--- src/rtl/flush_pkg.sv ---
// flush_pkg: shared state encoding, default phase and depth-slice helper for the flush/stall controller
package flush_pkg;
  localparam logic [1:0] IDLE = 2'd0;
  localparam logic [1:0] HOLD = 2'd1;
  localparam logic [1:0] COUNT = 2'd2;
  localparam int UPDATE_PHASE_DEF = 4;
  function automatic int depth_lsb(input int i, input int w);
    return i * w;
  endfunction
endpackage

--- src/rtl/flush_src_arbiter.sv ---
// flush_src_arbiter: lowest-index priority pick, any hold beats any counted request with nonzero depth
module flush_src_arbiter import flush_pkg::*; #(
  parameter int NUM_SRC = 2,
  parameter int DEPTH_W = 3
) (
  input  logic [NUM_SRC-1:0]         hold,
  input  logic [NUM_SRC-1:0]         req,
  input  logic [NUM_SRC*DEPTH_W-1:0] depth_vec,
  output logic                       hold_hit,
  output logic                       req_hit,
  output logic [NUM_SRC-1:0]         grant,
  output logic [DEPTH_W-1:0]         sel_depth
);
  logic [NUM_SRC-1:0] valid;
  assign hold_hit = |hold;
  assign req_hit = |valid;
  // zero-depth requests drop out here so they never win
  always_comb begin
    valid = '0;
    for (int i = 0; i < NUM_SRC; i++)
      valid[i] = req[i] && (depth_vec[depth_lsb(i, DEPTH_W) +: DEPTH_W] != '0);
  end
  // scan high to low so the lowest-index candidate is the last one written
  always_comb begin
    grant = '0;
    sel_depth = '0;
    for (int i = NUM_SRC - 1; i >= 0; i--)
      if (hold_hit ? hold[i] : valid[i]) begin
        grant = '0;
        grant[i] = 1'b1;
        sel_depth = depth_vec[depth_lsb(i, DEPTH_W) +: DEPTH_W];
      end
  end
endmodule

--- src/rtl/flush_stall_ctrl.sv ---
// flush_stall_ctrl: multi-source flush/stall FSM advancing only on the pipeline phase tick
module flush_stall_ctrl import flush_pkg::*; #(
  parameter int CNT_W = 4,
  parameter int UPDATE_PHASE = UPDATE_PHASE_DEF,
  parameter int NUM_SRC = 2,
  parameter int DEPTH_W = 3
) (
  input  logic                       clk,
  input  logic                       rst,
  input  logic [CNT_W-1:0]           cycle_cnt,
  input  logic [NUM_SRC-1:0]         flush_req,
  input  logic [NUM_SRC*DEPTH_W-1:0] flush_depth,
  input  logic [NUM_SRC-1:0]         flush_hold,
  output logic                       flush_stall,
  output logic [DEPTH_W-1:0]         stall_remaining,
  output logic [NUM_SRC-1:0]         owner,
  output logic                       flush_done
);
  logic [1:0] state, next_state;
  logic tick, rearb, hold_hit, req_hit, stall_d, done_d;
  logic [NUM_SRC-1:0] grant, owner_d;
  logic [DEPTH_W-1:0] sel_depth, rem_d;
  assign tick = cycle_cnt == CNT_W'(UPDATE_PHASE);
  assign rearb = state == IDLE || (state == COUNT && stall_remaining <= DEPTH_W'(1));
  flush_src_arbiter #(.NUM_SRC(NUM_SRC), .DEPTH_W(DEPTH_W)) u_arb (
    .hold(flush_hold),
    .req(flush_req),
    .depth_vec(flush_depth),
    .hold_hit(hold_hit),
    .req_hit(req_hit),
    .grant(grant),
    .sel_depth(sel_depth)
  );
  // state and registered outputs; reset drops everything without a done pulse
  always_ff @(posedge clk) begin
    if (rst) begin
      state <= IDLE;
      flush_stall <= 1'b0;
      stall_remaining <= '0;
      owner <= '0;
      flush_done <= 1'b0;
    end else begin
      state <= next_state;
      flush_stall <= stall_d;
      stall_remaining <= rem_d;
      owner <= owner_d;
      flush_done <= done_d;
    end
  end
  // only the owner's hold keeps HOLD alive; the last COUNT period re-arbitrates like IDLE
  always_comb begin
    next_state = !tick ? state
               : rearb ? (hold_hit ? HOLD : req_hit ? COUNT : IDLE)
               : state == HOLD ? (|(flush_hold & owner) ? HOLD : COUNT)
               : state == COUNT ? COUNT : IDLE;
  end
  // next register values; leaving HOLD leaves one trailing stall period
  always_comb begin
    stall_d = next_state != IDLE;
    done_d = state == COUNT && next_state == IDLE;
    rem_d = next_state != COUNT ? '0
          : !tick ? stall_remaining
          : state == HOLD ? DEPTH_W'(1)
          : rearb ? sel_depth
          : stall_remaining - 1'b1;
    owner_d = next_state == IDLE ? '0 : (tick && rearb) ? grant : owner;
  end
endmodule
--- config.mk ---
export PLATFORM = sky130hd
export DESIGN_NAME = flush_stall_ctrl
export DESIGN_NICKNAME = d
export VERILOG_FILES = /design/src/rtl/flush_pkg.sv /design/src/rtl/flush_src_arbiter.sv /design/src/rtl/flush_stall_ctrl.sv
export SDC_FILE = /design/constraint.sdc
export NUM_CORES = 1
export LEC_CHECK = 0
export ABC_AREA = 1
export ABC_CLOCK_PERIOD_IN_PS = 1300
export CAP_MARGIN = 0
export CORE_MARGIN = 3
export CORE_UTILIZATION = 40
export DETAILED_ROUTE_END_ITERATION = 10
export PLACE_DENSITY = 0.83
export RECOVER_POWER = 50
export SYNTH_ARGS = -nofsm -noshare
export SYNTH_HDL_FRONTEND = slang
export SYNTH_HIERARCHICAL = 1
export SYNTH_SLANG_ARGS = --single-unit
--- constraint.sdc ---
create_clock -name clk -period 1.3 [get_ports clk]
set_clock_uncertainty 0.1 [all_clocks]
set_input_delay 0.26 -clock clk [delete_from_list [all_inputs] [get_ports clk]]
set_output_delay 0.26 -clock clk [all_outputs]
set_load 0.005 [all_outputs]
## Word level (Yosys, flattened, before mapping)

Cells that the tools add are included.

- Flip-flop bits (word level): 9
- Output and inout port bits: 7

- $lt $le $gt $ge: 1
- Mux-type cells: 15
- Add/sub/neg operators: 1
- Reduce and logical (&&, ||, !) cells: 16
- Eq/ne operators: 4
- Bitwise logic cells: 1

Operators by type and width:

| cell | count |
|---|---|
| two-way mux 2 bit | 9 |
| two-way mux 3 bit | 4 |
| OR reduction 2 bit | 5 |
| nonzero test 3 bit | 2 |
| logical AND 1 bit | 5 |
| == test 4 x 3 -> 1 bit, second input constant | 1 |
| logical NOT 2 bit | 2 |
| less-or-equal comparator 3 x 1 -> 1 bit, second input constant | 1 |
| subtractor 3 x 1 -> 3 bit, second input constant | 1 |
| AND 2 bit | 1 |
| == test 2 x 1 -> 1 bit, second input constant | 1 |
| == test 2 bit, second input constant | 1 |
| two-way mux 1 bit | 2 |
| inequality test 2 bit, second input constant | 1 |
| nonzero test 2 bit | 1 |
| logical OR 1 bit | 1 |

## Depth between registers and ports, before layout

- Word-level depth: 9
- Mapped depth: 11
- Depth with buffers taken out: 11

## Hierarchy

The synthesis kept the hierarchy.

Modules (own cells, without submodules):

| module | instances | area an instance (um2) | cells an instance |
|---|---|---|---|
| flush_stall_ctrl | 1 | 589.3 | 88 |
| flush_src_arbiter | 1 | 132.6 | 25 |

## Least setup slack after synthesis

OpenSTA, ideal clock, no wires.

- Kind: flip-flop to flip-flop
- Start: register stall_remaining[1]
- End: register stall_remaining[0]
- Setup slack: -51 ps
- Required time: 1136 ps
- Cell stages (with the launch flop): 10
- Buffers on the path: 0
- Period minus slack after synthesis: 1351 ps
- Data arrival time: 1187 ps
- Path through: dfxtp_1 > inv_1 > ha_1 > nand2_2 > nand3_4 > nand4_1 > nand2_1 > nor2_1 > nand2_1 > nor2_1

- Word-level cells in the longest chain between the ends: 7
- Elaborated cells between the ends (all ways): 9
- Classes of those cells: order compare: 1; eq/ne: 1; mux: 4; reduce/logical: 3

Ends and longest elaborated chain:

| element | line | source |
|---|---|---|
| from (decl) | flush_stall_ctrl.sv:15 | `output logic [DEPTH_W-1:0] stall_remaining,` |
| from (signal assigned) | flush_stall_ctrl.sv:45 | `stall_remaining <= rem_d;` |
| less-or-equal comparator 3 x 1 -> 1 bit * | flush_stall_ctrl.sv:24 | `assign rearb = state == IDLE \|\| (state == COUNT && stall_remaining <= DEPTH_W'(1));` |
| logical AND 1 bit * | flush_stall_ctrl.sv:24 |  |
| logical OR 1 bit * | flush_stall_ctrl.sv:24 |  |
| two-way mux 2 bit | flush_stall_ctrl.sv:53 | `: rearb ? (hold_hit ? HOLD : req_hit ? COUNT : IDLE)` |
| two-way mux 2 bit | flush_stall_ctrl.sv:52 | `next_state = !tick ? state` |
| inequality test 2 bit | flush_stall_ctrl.sv:61 | `rem_d = next_state != COUNT ? '0` |
| OR reduction 2 bit (no line) | -- |  |

Every way passes the cells marked *; elsewhere a longest branch is shown, timed or not.
A chain may end at the register's enable or synchronous reset.

## Worst setup path in the final report

- Start: register stall_remaining[1]
- End: register owner[0]

- Word-level cells in the longest chain between the ends: 7
- Elaborated cells between the ends (all ways): 8
- Classes of those cells: order compare: 1; mux: 2; reduce/logical: 5

Ends and longest elaborated chain:

| element | line | source |
|---|---|---|
| less-or-equal comparator 3 x 1 -> 1 bit * | flush_stall_ctrl.sv:24 |  |
| logical AND 1 bit * | flush_stall_ctrl.sv:24 |  |
| logical OR 1 bit * | flush_stall_ctrl.sv:24 |  |
| two-way mux 2 bit | flush_stall_ctrl.sv:53 |  |
| two-way mux 2 bit | flush_stall_ctrl.sv:52 |  |
| logical NOT 2 bit | flush_stall_ctrl.sv:66 | `owner_d = next_state == IDLE ? '0 : (tick && rearb) ? grant : owner;` |
| OR reduction 2 bit (no line) | -- |  |
| to (signal assigned) | flush_stall_ctrl.sv:46 | `owner <= owner_d;` |
| to (decl) | flush_stall_ctrl.sv:16 | `output logic [NUM_SRC-1:0] owner,` |

Marks and branches as above.

==> qor.yml <==
cells_and_area:
  final_core_util_pct: 71.7
  area_growth_pct: 58.4
  multi_input_area_um2: 514
  ff_latch_area_um2: 186
  fillers: 121
  insertedDiodeCount: 0
  stdcell_count: 176
  most-common-layout-cells: "28 x nand2_1, 19 x dlygate4sd2_1, 15 x inv_1"
  nNetsFinal: 171
  layout_commonest_cell: "nand2_1"
  layout-drive-gt1-share_pct: 37.5
global_routing:
  grt_pass1_vias: 774
  antenna_found_initial: 0
  grtUsageTotal_pct: 17.6
  grt.overflow.total: 0
  grt_pass1_wl_um: 3410
  grt_max_degree: 8
worst_setup_path:
  startpoint_type: "register"
  cp_data_arrival_time_ns: 1.52
  crit_buf_inv: 3
  cp.required_ns: 1.39
  r2r_slack_ns: -0.12
  criticalPathCategory: "reg2reg"
  path_common_cell: "nand3_4"
  end_kind: "register"
  cp_cell_sequence: "inv_2, ha_4, nand2_4, nand3_4, buf_6, nand3_4, nand2_1, o21ai_1, inv_1, a21oi_2"
  ff2ff_path_depth: 10
  rr_endpoint: "owner[0]"
  slowest_stage: "dfxtp_2"
  worstPathMaxFanout: 7
  slowest_delay_ns: 0.36
  crit-reg2reg-launch: "stall_remaining[1]"
  cpLargestDelayFamily: "flip-flops"
yosys:
  synth_xor_area_share_pct: 1.21
  synth_area_um2: 722
  synth_area_per_cell_um2: 6.39
  async_flop_share_pct: 0
  synth_top_family_by_area: "simple AND/OR/NAND/NOR gates"
  syn-num-nets: 131
  synth_edf_count: 0
  synth-adder-area-share_pct: 3.47
  synth_compound_area_share_pct: 5.37
  synthMuxAreaShare_pct: 0
  synthSimpleGateAreaFrac_pct: 53.0
  synth_warnings: 6
  synth_cell_type_count: 21
  synth_cells: 113
  ys_seq_area_share_pct: 25.0
  synth_seq_cells: 9
  ys.flop_type: "dfxtp_1"
sta:
  fin_hold_ws_ns: 0.461
  tightest_slew_ns: 0.191
  slew_viol_final: 0
  rsz0062_at_grt: "true"
  hold_violations: 0
  tns_ns: -0.770
  relSlewSlack_pct: 87.2
  worst_slack_ns: -0.121
  setup_violations: 9
  finalCritPeriodShare_pct: 109
  fmax_mhz: 704
  min_period_ns: 1.42
placed_design:
  place_hpwl_um: 1430
  dp.cells: 168
  gp_congestion: 0.834
  portBuffers: 22
clock_tree:
  cts_buffers: 3
  clk-insertion-delay-late_ns: 0.26
  cts_tree: "built"
  clockBufferDepth: 2
  htree_levels: 1
  clockRootBuffer: "clkbuf_4"
  clock-sinks: 9
  cts.clk_slew.worst_paths_ns: 0.06
floorplanning:
  io_pins: 23
  fp.dieW_um: 48.5
  coreArea_um2: 1590
  initial_core_util_pct: 45.3
  die_h_um: 48.5
  die_area_um2: 2350
  rows: 14
pwr:
  irDropWorstVdd_mv: 0.616
  cellPowerDensity_nw_per_um2: 585
  total_power_mw: 0.669
  leakagePower_nw: 0.602
hold_path:
  min_path_cells: 4
  hp-start: "owner[0]"
  hold_class: "reg2reg"
  min_to: "owner[0]"
route:
  vias_per_cell: 4.65
  vias: 819
  avgRoutedWirePerCell_um: 11.1
  dr.pass1.iters: 4
  drc: 0
  routed_wl_um: 1950
  detail_route.iter0.violations: 11
  route.antenna.remaining_nets: 0
status:
  status: "finished, violations left"
  violations: "negative setup slack"
flow_run:
  cap_violations: 0
-- logic make-up after synthesis --
group	Yosys count
AO/OA/AOI/OAI	7
XOR/XNOR	1
adder cells (fa/ha/maj)	2
buffers and inverters	23
flip-flops	9
AND/OR/NAND/NOR	71
-- final cells by class --
| class | count | share of cell area [%] |
|---|---|---|
| Inverter | 23 | 7.55 |
| Clock buffer | 3 | 1.97 |
| Multi-Input combinational cell | 81 | 45.0 |
| Clock inverter | 1 | 0.438 |
| Tap cell | 24 | 2.63 |
| Sequential cell | 9 | 16.3 |
| Timing Repair Buffer | 35 | 26.1 |
-- synthesized netlist by cell type, types with 2 or more instances --
cell type / count / area share, %
nand3_4: 2 / 4.9
dfxtp_1: 9 / 25
nand3_1: 8 / 5.5
inv_1: 17 / 8.8
a21oi_1: 2 / 1.4
ha_1: 2 / 3.5
nand2_2: 7 / 6.1
inv_2: 6 / 3.1
nand2_1: 31 / 16
nand4_1: 5 / 4.3
nand3b_1: 2 / 2.1
o21ai_0: 3 / 2.1
nor2_2: 4 / 3.5
nor2_1: 8 / 4.2
-- timing repair --
| item | CTS | global route |
|---|---|---|
| pin swaps | 17 | 12 |
| gates resized for setup | 40 | 6 |
| hold buffers | 0 | 0 |
| endpoints found under the setup margin | 16 | 10 |
| setup buffers | 4 | 0 |
-- worst reg2reg max path: stages, from the launching register on --
cell and delay (ns):
dfxtp_2 0.36, inv_2 0.06, ha_4 0.16, nand2_4 0.08
nand3_4 0.12, buf_6 0.15, nand3_4 0.06, nand2_1 0.05
o21ai_1 0.06, inv_1 0.06, a21oi_2 0.10
-- sequential cells by signal (all words and copies together) (netlist names) --
signal and flops:
flush_stall 1, state 2, owner 2, flush_done 1
stall_remaining 3
-- routing by layer --
layer,vias up,GRT usage (%),share of wire [%]
met5,-,0,0
met4,0,2.84,0
met3,0,4.60,4.8
met2,22,30.0,51
met1,369,22.5,44
li1,428,-,-
-- through the flow --
| stage | area (um2) | setup WS [ns] |
|---|---|---|
| after CTS | 1130 | -0.115 |
| after global routing | 1140 | -0.208 |
| after floorplan | 723 | 0.000697 |
| final | 1140 | -0.121 |
| after global placement | 1040 | -0.422 |
| after detailed placement | 1040 | -0.462 |
-- where the power goes --
group	internal (mW)	total [mW]	switching, mW
registers	0.281	0.285	0.00395
clock network	0.114	0.218	0.105
logic	0.0776	0.165	0.0873
-- worst max-delay path by stage --
stage / startpoint / end / slack [ns] / cells after the start
finish: stall_remaining[1] / owner[0] / -0.12 / 10
global route: stall_remaining[1] / owner[0] / -0.21 / 10
CTS: stall_remaining[1] / stall_remaining[0] / -0.12 / 9
detailed placement: flush_depth[0] / stall_remaining[1] / -0.46 / 11
global placement: flush_depth[2] / stall_remaining[1] / -0.42 / 11
floorplan: stall_remaining[1] / stall_remaining[1] / 0.0007 / 9
(Power assumes the default switching activity.)
